===== config.mk =====
export PLATFORM = sky130hd
export DESIGN_NAME = idv_osc_sweep_ctl
export DESIGN_NICKNAME = d
export VERILOG_FILES = /design/src/rtl/idv_osc_sweep_ctl.sv
export SDC_FILE = /design/constraint.sdc
export NUM_CORES = 1
export LEC_CHECK = 0
export ABC_CLOCK_PERIOD_IN_PS = 4480
export BUFFER_PORTS_ARGS = -buffer_cell sky130_fd_sc_hd__buf_4
export CAP_MARGIN = 20
export CORE_ASPECT_RATIO = 1.25
export CORE_MARGIN = 2
export CORE_UTILIZATION = 25
export CTS_CLUSTER_SIZE = 30
export DETAILED_ROUTE_END_ITERATION = 10
export PLACE_DENSITY = 0.52
export SYNTH_ARGS = -nofsm -noshare
export SYNTH_HDL_FRONTEND = slang
export SYNTH_SLANG_ARGS = --single-unit

===== constraint.sdc =====
create_clock -name idvdebug_clki -period 4.48 [get_ports idvdebug_clki]
set_input_delay 0.224 -clock idvdebug_clki [delete_from_list [all_inputs] [get_ports idvdebug_clki]]
set_output_delay 0.224 -clock idvdebug_clki [all_outputs]
set_load 0.02 [all_outputs]

===== src/rtl/idv_osc_sweep_ctl.sv =====
// idv_osc_sweep_ctl
// Drives the IDV droop/oscillator macro. It wakes the macro, then turns on each
// oscillator in a chosen index range one at a time. For each oscillator it counts
// the rising edges of hfbankl over a fixed window of clock cycles. It hands one
// record per oscillator to the telemetry collector over a valid/ready handshake.
//
// Ports:
//   idvdebug_clki         block clock
//   idvdebug_rsti         synchronous active-high reset
//   start                 one-cycle sweep request, accepted only when idle
//   abort                 level; ends any sweep at the next clock
//   start_idx, end_idx    oscillator range 1..63, captured when start is accepted
//   enosc[62:0]           oscillator enables; bit i-1 enables oscillator i, one-hot or zero
//   sleep_b               macro wake (1 = awake)
//   hfbankl               oscillator output, asynchronous to the clock
//   res_valid, res_ready  result handshake
//   res_idx, res_cnt      oscillator index and saturating edge count of the record
//   res_sat               the count saturated
//   busy                  a sweep is in progress
//   err                   sticky bad-range flag, cleared by the next valid start
module idv_osc_sweep_ctl #(
    parameter int WAKE_CYC   = 16,
    parameter int SETTLE_CYC = 8,
    parameter int WIN_CYC    = 1024,
    parameter int CNT_W      = 16
) (
    input  logic             idvdebug_clki,
    input  logic             idvdebug_rsti,
    input  logic             start,
    input  logic             abort,
    input  logic [5:0]       start_idx,
    input  logic [5:0]       end_idx,
    output logic [62:0]      enosc,
    output logic             sleep_b,
    input  logic             hfbankl,
    output logic             res_valid,
    input  logic             res_ready,
    output logic [5:0]       res_idx,
    output logic [CNT_W-1:0] res_cnt,
    output logic             res_sat,
    output logic             busy,
    output logic             err
);

    localparam int MAX_A   = (WAKE_CYC > SETTLE_CYC) ? WAKE_CYC : SETTLE_CYC;
    localparam int MAX_CYC = (MAX_A > WIN_CYC) ? MAX_A : WIN_CYC;
    localparam int TMR_W   = $clog2(MAX_CYC + 1);

    localparam logic [TMR_W-1:0] WAKE_LAST   = TMR_W'(WAKE_CYC - 1);
    localparam logic [TMR_W-1:0] SETTLE_LAST = TMR_W'(SETTLE_CYC - 1);
    localparam logic [TMR_W-1:0] WIN_LAST    = TMR_W'(WIN_CYC - 1);
    localparam logic [CNT_W-1:0] CNT_MAX     = {CNT_W{1'b1}};

    typedef enum logic [2:0] {
        ST_IDLE   = 3'd0,
        ST_WAKE   = 3'd1,
        ST_ENABLE = 3'd2,
        ST_COUNT  = 3'd3,
        ST_REPORT = 3'd4
    } state_t;

    state_t           state_r;
    logic [2:0]       sync_r;
    logic             rise_s;
    logic             range_ok_s;
    logic [5:0]       cur_idx_r;
    logic [5:0]       end_idx_r;
    logic [TMR_W-1:0] tmr_r;
    logic [CNT_W-1:0] cnt_r;
    logic             sat_r;
    logic [CNT_W-1:0] cnt_nxt_s;
    logic             sat_nxt_s;

    // Enable pattern for one oscillator; index 1 maps to bit 0.
    function automatic logic [62:0] osc_onehot(input logic [5:0] idx);
        osc_onehot = 63'd1 << (idx - 6'd1);
    endfunction

    // Two flops resynchronise hfbankl; the third flop holds the previous value for edge detection.
    always_ff @(posedge idvdebug_clki) begin
        if (idvdebug_rsti) begin
            sync_r <= 3'b000;
        end else begin
            sync_r <= {sync_r[1:0], hfbankl};
        end
    end

    assign rise_s     = sync_r[1] & ~sync_r[2];
    assign range_ok_s = (start_idx != 6'd0) && (end_idx != 6'd0) && (start_idx <= end_idx);

    // Next edge count. The count stops at all-ones. The sat flag sets when the count reaches that value.
    always_comb begin
        cnt_nxt_s = cnt_r;
        sat_nxt_s = sat_r;
        if (rise_s && (cnt_r != CNT_MAX)) begin
            cnt_nxt_s = cnt_r + {{(CNT_W-1){1'b0}}, 1'b1};
            if (cnt_r == (CNT_MAX - {{(CNT_W-1){1'b0}}, 1'b1})) begin
                sat_nxt_s = 1'b1;
            end else begin
                sat_nxt_s = sat_r;
            end
        end else begin
            cnt_nxt_s = cnt_r;
            sat_nxt_s = sat_r;
        end
    end

    // Sweep state machine with all outputs registered.
    always_ff @(posedge idvdebug_clki) begin
        if (idvdebug_rsti) begin
            state_r   <= ST_IDLE;
            enosc     <= 63'd0;
            sleep_b   <= 1'b0;
            res_valid <= 1'b0;
            res_idx   <= 6'd0;
            res_cnt   <= {CNT_W{1'b0}};
            res_sat   <= 1'b0;
            busy      <= 1'b0;
            err       <= 1'b0;
            cur_idx_r <= 6'd0;
            end_idx_r <= 6'd0;
            tmr_r     <= {TMR_W{1'b0}};
            cnt_r     <= {CNT_W{1'b0}};
            sat_r     <= 1'b0;
        end else if (abort && (state_r != ST_IDLE)) begin
            // abort takes priority over a handshake in the same cycle and drops any pending record
            state_r   <= ST_IDLE;
            enosc     <= 63'd0;
            sleep_b   <= 1'b0;
            res_valid <= 1'b0;
            busy      <= 1'b0;
        end else begin
            case (state_r)
                ST_IDLE: begin
                    if (start) begin
                        if (range_ok_s) begin
                            err       <= 1'b0;
                            cur_idx_r <= start_idx;
                            end_idx_r <= end_idx;
                            tmr_r     <= {TMR_W{1'b0}};
                            sleep_b   <= 1'b1;
                            busy      <= 1'b1;
                            state_r   <= ST_WAKE;
                        end else begin
                            err <= 1'b1;
                        end
                    end
                end
                ST_WAKE: begin
                    if (tmr_r == WAKE_LAST) begin
                        tmr_r   <= {TMR_W{1'b0}};
                        state_r <= ST_ENABLE;
                    end else begin
                        tmr_r <= tmr_r + {{(TMR_W-1){1'b0}}, 1'b1};
                    end
                end
                ST_ENABLE: begin
                    // The first cycle drives the enable. The settle time is counted only after enosc is high.
                    if (enosc == 63'd0) begin
                        enosc <= osc_onehot(cur_idx_r);
                        tmr_r <= {TMR_W{1'b0}};
                    end else if (tmr_r == SETTLE_LAST) begin
                        tmr_r   <= {TMR_W{1'b0}};
                        cnt_r   <= {CNT_W{1'b0}};
                        sat_r   <= 1'b0;
                        state_r <= ST_COUNT;
                    end else begin
                        tmr_r <= tmr_r + {{(TMR_W-1){1'b0}}, 1'b1};
                    end
                end
                ST_COUNT: begin
                    cnt_r <= cnt_nxt_s;
                    sat_r <= sat_nxt_s;
                    if (tmr_r == WIN_LAST) begin
                        // An edge seen in the last window cycle is still part of the record
                        res_valid <= 1'b1;
                        res_idx   <= cur_idx_r;
                        res_cnt   <= cnt_nxt_s;
                        res_sat   <= sat_nxt_s;
                        enosc     <= 63'd0;
                        state_r   <= ST_REPORT;
                    end else begin
                        tmr_r <= tmr_r + {{(TMR_W-1){1'b0}}, 1'b1};
                    end
                end
                ST_REPORT: begin
                    if (res_ready) begin
                        res_valid <= 1'b0;
                        if (cur_idx_r == end_idx_r) begin
                            sleep_b <= 1'b0;
                            busy    <= 1'b0;
                            state_r <= ST_IDLE;
                        end else begin
                            cur_idx_r <= cur_idx_r + 6'd1;
                            tmr_r     <= {TMR_W{1'b0}};
                            state_r   <= ST_ENABLE;
                        end
                    end
                end
                default: begin
                    state_r   <= ST_IDLE;
                    enosc     <= 63'd0;
                    sleep_b   <= 1'b0;
                    res_valid <= 1'b0;
                    busy      <= 1'b0;
                end
            endcase
        end
    end

endmodule


Word-level counts from Yosys, hierarchy flattened
Index checks and enable logic that the tools add are counted.
- register bits: 135
- latch bits: 0
- RAM bits: 0
- bits in read-only memories: 0
- input port bits: 18
- output and inout bits: 90
- word-level logic and storage cells: 117
- memories kept: 0
- $add $sub $neg: 4
- multipliers: 0
- div/mod/pow operators: 0
- $lt $le $gt $ge: 1
- eq/ne operators: 21
- shift-type cells: 1
- mux-type cells: 44
- bitwise gates (word level): 6
- reductions and logical operators: 26
- operator list (kind ; count):
    $pmux W63 S3 ; 1
    $mux W63 ; 2
    $mux W11 ; 8
    $logic_not A63 Y1 ; 1
    $shl A1 B6 Y63 const A ; 1
    $pmux W11 S5 ; 1
    $mux W16 ; 3
    $pmux W16 S2 ; 1
    $mux W6 ; 4
    $ne A2 B2 Y1 const B ; 11
    $mux W3 ; 7
    $add A16 B1 Y16 const B ; 1
    $eq A16 B16 Y1 const B ; 1
    $ne A16 B16 Y1 const B ; 1
    $pmux W3 S5 ; 1
    $reduce_and A7 Y1 ; 2
    $pmux W6 S2 ; 1
    $reduce_and A3 Y1 ; 4
    $reduce_bool A6 Y1 ; 2
    $add A11 B1 Y11 const B ; 1
    $eq A11 B10 Y1 const B ; 1
    $eq A11 B3 Y1 const B ; 1
    $eq A11 B4 Y1 const B ; 1
    $mux W1 ; 11
    22 further kinds ; 35

Longest topological paths before layout
- word-level depth: 6
- mapped depth: 10
- mapped depth without buffers: 9

Worst setup path before layout
No wires, ideal clock.
- kind: register to register
- from: reg cnt_r[9]
- to: reg cnt_r[5]
- setup time: 128 ps
- data arrival time: 1928 ps
- data required time: 4352 ps
- path slack: 2425 ps
- cell stages (with the launch flop): 10
- path buffers: 2
- period minus slack after synthesis: 2055 ps
- path through: dfxtp_1 buf_2 and4_4 nand4_2 or3_1 buf_2 nand3_1 mux2_2 a22oi_1 nor2_1
- longest elaborated chain between the ends: 4
- ends and longest elaborated chain (item ; RTL line ; source):
    from (decl) ; 69 ; logic [CNT_W-1:0] cnt_r;
    from (signal assigned) ; 123 ; cnt_r <= {CNT_W{1'b0}};
    from (signal assigned) ; 164 ; cnt_r <= {CNT_W{1'b0}};
    from (signal assigned) ; 172 ; cnt_r <= cnt_nxt_s;
    $ne A16 B16 Y1 ; 95 ; if (rise_s && (cnt_r != CNT_MAX)) begin
    $logic_and A1 B1 Y1 ; 95 ;
    $mux W16 ; 95 ;
    $pmux W16 S2 ; 133 ; case (state_r)
Every way passes these cells.
A chain may end at the register's enable or synchronous reset.

Worst setup path in the final report
- from: reg enosc[43]
- to: reg enosc[11]
- longest elaborated chain between the ends: 3
- ends and longest elaborated chain (item ; RTL line ; source):
    from (decl) ; 33 ; output logic [62:0] enosc,
    from (signal assigned) ; 160 ; enosc <= osc_onehot(cur_idx_r);
    $logic_not A63 Y1 ; 159 ; if (enosc == 63'd0) begin
    $ne A2 B2 Y1 (no line) ; n/a ;
    $reduce_and A3 Y1 (no line) ; n/a ;
Every way passes these cells.

==> out/metrics.cfg <==
[synthesis]
synth_cells = 850
ys.flop_type = dfxtp_1
synth_warnings = 0
synth_top_area_share_pct = 39.00
synth_top_area_cell = dfxtp_1
async_reset_ff_share_pct = 0
synth_seq_cells = 135
synth.distinct_cells = 74
synth_edf_count = 0
synth_fp_nets = 883
synth.avg_cell_area_um2 = 8.153
synth-seq-area-share_pct = 39.00
synthTopCellsByCount = dfxtp_1, nor2_1, a21oi_1, nand3_1, nand2_1
synth_area_leaders = dfxtp_1, a21oi_1, nand3_1
syn_area_mm2 = 0.006930
yosysMostFrequentCell = dfxtp_1

[floorplanning]
die_h_um = 190.2
row_count = 68
ios = 108
initial_core_util_pct = 25.22
dieArea_mm2 = 0.02908
fp.dieW_um = 152.9
core_mm2 = 0.02748

[drt]
ant_nets = 0
wl_per_cell_um = 15.97
vias_per_cell = 4.872
vias = 6265
wirelength_um = 20540
first_pass_iters = 4
first_iter_violations = 276
drcViolationCount = 0

[sta]
grt_setup_unrepaired = false
slew_headroom_pct = 37.26
max_clock_freq_ghz = 0.3230
max_slew.worst_pin.slew_ps = 939.9
hold_violations = 0
totalNegativeSetupSlack_ps = 0
fin_crit_sh_pct = 69.11
drv_slew = 0
setup_viol = 0
finClkSkew_ps = 13.16
min_period_ps = 3096

[placed_design]
gp_congestion = 0.8242
port_buffers = 107
dp_hpwl_um = 14780
dp.cells = 1255

[critical_path]
cp_data_arrival_time_ps = 3380
worstSetupStartpointType = register
path_max_fanout = 38
cp_data_required_time_ps = 4760
critical_path_class = reg -> reg
worstSetupEndpointType = register

[grt]
grt_pass1_wl_um = 32780
grt_pass1_vias = 5891
grt_overflow = 0
antenna_found_initial = 0
grt_max_degree = 50
grtUsageTotal_pct = 14.04

[cells_and_area]
nets = 957
multi_input_area_mm2 = 0.003884
drive_gt1_share_pct = 19.12
final_cells = 1286
diodes = 0
nFillCells = 2953
area_delta_synth_final_pct = 23.16
fin_util_pct = 31.06
ff_latch_area_mm2 = 0.002703

[hold_path]
hold_path.class = in -> reg

[status]
status = finished, final reports clean

[clock_tree]
clk_latency_ps = 420
clk_pin_slew_ps = 60
cts_setup_buffers = 0
cts-root-buf = clkbuf_16
cts_made_buffers = 17
htreeDepth = 4
cts_tree = done
clockBufferDepth = 2
cts.repair.resized = 0
cts_hold_buf = 0
cts_sinks = 135

[pwr]
sequentialPowerShare_pct = 40.6
p_clk_share_pct = 45.9
power.density_mw_per_mm2 = 369.3
p_sw_share_pct = 28.64
intPower_mw = 2.249
power.switching_uw = 902.8
vdd_drop_max_mv = 0.2741
power.leakage_nw = 3.089
p_comb_share_pct = 13.4

[run]
drv_cap = 0

[worst max-delay path, cell delays in order, from the launching register on]
cell,delay [ps]
dfxtp_1,330
nor4_1,540
nand4_1,200
nor3_2,260
nand2_1,210
o221ai_4,610
buf_4,510
mux2i_1,240
nor2_1,50
[area by class of cell]
cell class,count,area share (%)
inverters,21,0.9235
repair buffers,111,9.763
well taps,350,5.130
flip-flops and latches,135,31.66
clock inverters,13,1.994
multi-input cells,638,45.50
clock buffers,18,5.028
[power by group through the flow]
stage | logic [mW] | registers [mW] | clock network, mW
2_1_floorplan | 0.340 | 1.27 | 0
3_3_place_gp | 0.421 | 1.31 | 0
3_5_place_dp | 0.425 | 1.31 | 0
4_1_cts | 0.427 | 1.28 | 1.48
5_1_grt | 0.462 | 1.29 | 1.53
6_report | 0.423 | 1.28 | 1.45
[per-layer routing]
metal | wire length [µm] | vias to the layer above | track usage (%)
met4 | 335 | 0 | 4.202
met5 | 0 | - | 0
met2 | 9737 | 145 | 23.08
met1 | 9494 | 2945 | 18.34
met3 | 970 | 19 | 3.280
li1 | - | 3156 | -
[final timing paths]
path             start         to  slack [ps]  cells after the start
max          enosc[43]  enosc[11]        1380                      8
max reg2reg  enosc[43]  enosc[11]        1380                      8
min reg2reg  sync_r[0]  sync_r[1]         430                      1
min            hfbankl  sync_r[0]          20                      2
[cells in the final DEF, fill, tap and decap left out, types with 9 or more instances in the layout]
cell type	count
dfxtp_1	135
buf_4	111
nor2_1	93
a21oi_1	92
nand3_1	70
nand2_1	63
nand2b_1	52
mux2i_1	28
o21ai_0	26
inv_1	21
nor4_1	20
xnor2_1	19
clkbuf_16	17
ha_1	15
nor3_1	13
nand4_1	12
a31oi_1	9
[logic make-up after synthesis]
group	count (synthesis)	synth area share [%]
AO/OA/AOI/OAI	184	16.68
XOR/XNOR	24	3.033
adder cells (fa/ha/maj)	16	2.853
buffers and inverters	77	5.290
flip-flops	135	39.00
multiplexers	30	4.369
AND/OR/NAND/NOR	384	28.78
[metrics by stage]
stage | hold WS [ps] | power [mW] | area (µm²) | worst slack, ps
global placement | 425.7 | 1.727 | 7936 | 1435
floorplan | 352.2 | 1.613 | 6930 | 2425
finish | 18.40 | 3.152 | 8536 | 1384
global route | 20.35 | 3.283 | 8536 | 1187
detailed placement | 421.2 | 1.733 | 7936 | 1393
CTS | 4.045 | 3.188 | 8536 | 1384
[registers in the layout (all words and copies together), names as in the netlist, 3 cells and up]
register   count
sync_r         3
enosc         63
tmr_r         11
end_idx_r      6
cnt_r         16
res_cnt       16
cur_idx_r      6
state_r        3
res_idx        6
(Power assumes the default switching activity.)
